$ cat src/rtl/fetch_decode_stage.sv
// Fetch unit and IF/ID register: owns the PC, drives the synchronous instruction memory,
// and hands each fetched word to decode exactly once despite stalls, flushes and redirects.
module fetch_decode_stage #(
    parameter logic [31:0] RESET_PC  = 32'h0000_0000,
    parameter logic [31:0] NOP_INSTR = 32'h0000_0013
) (
    input  logic        clk,
    input  logic        reset,
    input  logic        Stall,
    input  logic        FlushD,
    input  logic        PCSrcE,
    input  logic [31:0] PCTargetE,
    output logic [31:0] imem_addr,
    output logic        imem_en,
    input  logic [31:0] imem_rdata,
    output logic [31:0] InstrD,
    output logic [31:0] PCD,
    output logic [31:0] PCPlus4D,
    output logic        ValidD,
    output logic [6:0]  opD,
    output logic [2:0]  funct3D,
    output logic        funct7b5D
);

    typedef enum logic [1:0] {BOOT, RUN, HOLD} state_t;

    state_t      state_q, state_d;
    logic [31:0] pcf_q, pcf_d;
    logic        fv_q, fv_d;
    logic [31:0] fpc_q, fpc_d;
    logic        sv_q, sv_d;
    logic [31:0] spc_q, spc_d;
    logic [31:0] sinstr_q, sinstr_d;
    logic [31:0] instrD_q, instrD_d;
    logic [31:0] pcD_q, pcD_d;
    logic        validD_q, validD_d;
    logic        rel_q;
    logic        advance;

    // Release flop: the first edge after reset deasserts only arms the stage.
    always_ff @(posedge clk or negedge reset) begin
        if (!reset) begin
            rel_q <= 1'b0;
        end else begin
            rel_q <= 1'b1;
        end
    end

    always_ff @(posedge clk or negedge reset) begin
        if (!reset) begin
            state_q  <= BOOT;
            pcf_q    <= RESET_PC;
            fv_q     <= 1'b0;
            fpc_q    <= 32'h0;
            sv_q     <= 1'b0;
            spc_q    <= 32'h0;
            sinstr_q <= NOP_INSTR;
            instrD_q <= NOP_INSTR;
            pcD_q    <= 32'h0;
            validD_q <= 1'b0;
        end else begin
            state_q  <= state_d;
            pcf_q    <= pcf_d;
            fv_q     <= fv_d;
            fpc_q    <= fpc_d;
            sv_q     <= sv_d;
            spc_q    <= spc_d;
            sinstr_q <= sinstr_d;
            instrD_q <= instrD_d;
            pcD_q    <= pcD_d;
            validD_q <= validD_d;
        end
    end

    // The release cycle of HOLD already re-issues PCF so the restart leaves no bubble.
    assign imem_en = (state_q != HOLD) || !Stall;
    assign advance = (state_q == BOOT) || !Stall;

    always_comb begin
        state_d  = state_q;
        pcf_d    = pcf_q;
        fv_d     = fv_q;
        fpc_d    = fpc_q;
        sv_d     = sv_q;
        spc_d    = spc_q;
        sinstr_d = sinstr_q;
        instrD_d = instrD_q;
        pcD_d    = pcD_q;
        validD_d = validD_q;

        if (!rel_q) begin
            state_d  = BOOT;
            pcf_d    = RESET_PC;
            fv_d     = 1'b0;
            sv_d     = 1'b0;
            instrD_d = NOP_INSTR;
            pcD_d    = 32'h0;
            validD_d = 1'b0;
        end else if (PCSrcE) begin
            state_d  = BOOT;
            pcf_d    = {PCTargetE[31:2], 2'b00};
            fv_d     = 1'b0;
            sv_d     = 1'b0;
            instrD_d = NOP_INSTR;
            validD_d = 1'b0;
        end else if (advance) begin
            state_d = RUN;
            pcf_d   = pcf_q + 32'd4;
            fv_d    = 1'b1;
            fpc_d   = pcf_q;
            if (sv_q) begin
                instrD_d = sinstr_q;
                pcD_d    = spc_q;
                validD_d = 1'b1;
                sv_d     = fv_q;
                spc_d    = fpc_q;
                sinstr_d = imem_rdata;
            end else if (fv_q) begin
                instrD_d = imem_rdata;
                pcD_d    = fpc_q;
                validD_d = 1'b1;
            end else begin
                instrD_d = NOP_INSTR;
                validD_d = 1'b0;
            end
            if (FlushD) begin
                instrD_d = NOP_INSTR;
                validD_d = 1'b0;
            end
        end else begin
            // Stalled: park the word arriving from memory, drop the speculative fetch of PCF.
            state_d = HOLD;
            fv_d    = 1'b0;
            if (fv_q) begin
                sv_d     = 1'b1;
                spc_d    = fpc_q;
                sinstr_d = imem_rdata;
            end
            if (FlushD) begin
                instrD_d = NOP_INSTR;
                validD_d = 1'b0;
            end
        end
    end

    assign imem_addr = pcf_q;
    assign InstrD    = instrD_q;
    assign PCD       = pcD_q;
    assign PCPlus4D  = pcD_q + 32'd4;
    assign ValidD    = validD_q;
    assign opD       = instrD_q[6:0];
    assign funct3D   = instrD_q[14:12];
    assign funct7b5D = instrD_q[30];

endmodule

$ cat config.mk
export PLATFORM = sky130hd
export DESIGN_NAME = fetch_decode_stage
export DESIGN_NICKNAME = d
export VERILOG_FILES = /design/src/rtl/fetch_decode_stage.sv
export SDC_FILE = /design/constraint.sdc
export NUM_CORES = 1
export LEC_CHECK = 0
export CAP_MARGIN = 5
export CORE_MARGIN = 10
export CORE_UTILIZATION = 43
export CTS_CLUSTER_SIZE = 14
export DETAILED_ROUTE_END_ITERATION = 12
export PLACE_DENSITY_LB_ADDON = 0.15
export REMOVE_ABC_BUFFERS = 1
export SYNTH_ARGS = -nofsm -noshare
export SYNTH_HDL_FRONTEND = slang
export SYNTH_SLANG_ARGS = --single-unit
$ cat constraint.sdc
create_clock -name clk -period 3.3 [get_ports clk]
set_input_delay 0.66 -clock clk [delete_from_list [all_inputs] [get_ports clk]]
set_output_delay 0.66 -clock clk [all_outputs]
set_load 0.1 [all_outputs]
==> summary.md <==
| Metric | Value |
|---|---|
| # fillers | 1824 |
| Synth Register Bits | 190 |
| Crit path time final | around 3 ns |
| Clock-pin slew on the worst setup and hold paths | about 0.080 ns |
| RSZ-0062 raised after global routing | false |
| Global route total overflow | 0 |
| Largest family of logic cells by synthesized area | simple AND/OR/NAND/NOR gates |
| Inserted Diodes | 0 |
| Cell Rows | 53 |
| Slew @ Worst Pin | about 0.99 ns |
| Wire length per cell | 18.6 um |
| DRC | 0 |
| Status | completed |
| Initial core utilization | 43.8% |
| Post-synth cell types | 59 |
| Vias in the first global route | 7226 |
| Syn Inst Count | 873 |
| Post-synthesis sequential area ratio | 51.7% |
| Final Max Tran Viols | 0 |
| Clock Latency Late Sink | 0.43 ns |
| Synth Flop Type | dfrtp_1 |
| CTS root buf | clkbuf_16 |
| Crit path kind | register to output port |
| Crit start category | register |
| Die Y | 166 um |
| Adder-cell share of the synthesized area | 0.272% |
| Synth top cells by count | dfrtp_1 (184), nand2_1 (149), mux2_2 (56) |
| Post-cts sizing count | 0 |
| Synth Cell Area | roughly 9200 sq um |
| Final setup fails | 0 |
| Number of H-tree levels | 4 |
| Final WL | 24800 um |
| Power, Total | 6.26 mW |
| Hold Violations, Final | 0 |
| Hpwl dp | 17500 um |
| Die W | 166 um |
| Post-synthesis simple-gate area fraction | 15.7% |
| Fin nets | ~1100 |
| Critical Path RT | approximately 2.6 ns |
| Number of flops mapped to enable cells by yosys | 0 |
| WP data arrival | between 2 and 2.5 ns |
| Post-CTS Setup Bufs | 0 |
| Vias per cell | 5.46 |
| DRC violation total after the first TritonRoute iteration | about 560 |
| Mux share of post-synthesis cell area | 10.8% |
| Worst Clk Skew | 0.0144 ns |
| Vias | 7277 |
| CTS tree | done |
| Most common cell in the netlist | dfrtp_1 |
| Synth Area in Compound Gates | 13.5% |
| Antenna violations before repair | 0 |
| Area grow syn2layout | 29.9% |
| First-pass GRT wire length | 40300 um |
| Avg Synthesized Cell Area | 10.6 sq um |
| Max IR drop VDD | 271 uV |
| # hold bufs at CTS | 0 |
| IO Count | 210 |
| XOR/XNOR Fraction of Synth Area | 3.42% |
| Yosys Warn Count | 0 |
| Top cell type's share of synthesized area | between 40% and 50% |
| Max cap viols | 0 |
| Largest net degree at the start of global routing | 75 |
| Drt pass-1 iters | 5 |
| PortBufs | 205 |
| Fmax | 332 MHz |
| Routed Antenna Nets | 0 |
| GRT Total Usage | 17.5% |
| Final worst-path cycle share | 91.3% |
| Worst hold path class | input pin to asynchronous set/reset pin |
| CP Max Fanout | 7 |
| Area leader, netlist | dfrtp_1 |
| PD cells | ~520 nW/um^2 |
| CP Capture Type | output port |
| Die Area | roughly 28000 sq um |
| Placer Congestion | 0.807 |
| Hold slack | 0.173 ns |
| Layout cell share with drive strength beyond 1 | 25.3% |
| Synth area leaders | dfrtp_1 (50%), mux2_2 (6.8%), nand2_1 (6.1%), o211a_1 (3.8%), mux2i_1 (3.3%) |
| Core area | 21000 sq um |
| CTS buffer count | 17 |
| Leakage | roughly 5.6 nW |
| Max-slew headroom | 34.0% |
| Clock tree buffer depth | 2 |
| # clock sinks | between 150 and 200 |
| Asr flop ratio synth | 100% |
-- state kept, by name, indices dropped and copies added, names as in the netlist --
name	count
sv_q	1
rel_q	1
PCD	31
InstrD	32
ValidD	1
fpc_q	30
sinstr_q	32
imem_addr	30
state_q	2
spc_q	30
-- worst max-delay path: stages, from the launching register on --
cell and delay [ns]:
dfrtp_1 0.47, ha_1 0.26, nand4_1 0.18, nor3_1 0.40, nand3_1 0.15, xnor2_1 0.27
buf_12 0.22
-- metal layers --
metal | global-route usage [%] | wire length (um) | vias up
met5 | 0 | 0 | -
met4 | 4.58 | 338 | 0
met3 | 4.80 | 1500 | 21
met2 | 25.8 | 10900 | 195
met1 | 24.6 | 12100 | 3574
li1 | - | - | 3487
-- where the power goes --
part | internal (mW) | switching, mW | leakage, nW
Sequential | 2.61 | 0.218 | 2.50
Combinational | 0.454 | 0.876 | 2.81
Clock | 1.15 | 0.957 | 0.292
-- worst paths after layout --
| kind | slack [ns] | startpoint | endpoint | depth (start not counted) |
|---|---|---|---|---|
| max | 0.29 | PCD[2] | PCPlus4D[28] | 6 |
| min | 0.17 | reset | imem_addr[22] | 1 |
| max reg2reg | 0.97 | imem_addr[5] | imem_addr[19] | 5 |
| min reg2reg | 0.49 | spc_q[4] | spc_q[4] | 1 |
| max in group asynchronous | 2.36 | reset | InstrD[4] | 2 |
| min in group clk | 0.49 | spc_q[4] | spc_q[4] | 1 |
-- metrics by stage --
stage               utilization, %  worst slack (ns)  cells  area (sq um)  setup TNS (ns)
CTS                           56.9             0.229   1332         12000               0
global placement              54.1             0.450   1300         11400               0
floorplan                        -             -2.17    798          8840         -222.28
finish                        56.9             0.286   1332         12000               0
global route                  56.9            0.0377   1332         12000               0
detailed placement            54.1             0.377   1300         11400               0
-- cell type report --
class	count	area (sq um)	share of cell area, %
sequential	190	4760	39.8
timing repair buffer	227	2160	18.1
multi-input combinational	597	4060	33.9
clock inverter	15	174	1.45
clock buffer	17	425	3.55
tap	275	344	2.87
inverter	11	41.3	0.345
-- cell families (layout without fill, tap and decap cells) --
logic type,Yosys count,after routing
buf+inv,87,270
flops,190,190
xor+xnor,36,36
simple gates,302,302
other cells,2,3
compound gates,162,162
fa+ha+maj,2,2
mux,92,92
-- cell usage in the layout (no fill, tap or decap), drive strengths merged, types with 7 or more instances in the layout --
cell type      instances
o211a                 35
xor2                   8
clkdlybuf4s50         65
a221oi                 7
and3                  11
nand3                 31
nor3                  22
mux2i                 30
inv                   17
buf                  161
xnor2                 28
nor2                  19
nand4                 20
nor4                  15
a22oi                 22
dfrtp                184
o21ai                 32
mux2                  62
a21oi                 11
nand2                149
clkbuf                18
o2bb2ai               23
(Power assumes the default switching activity.)
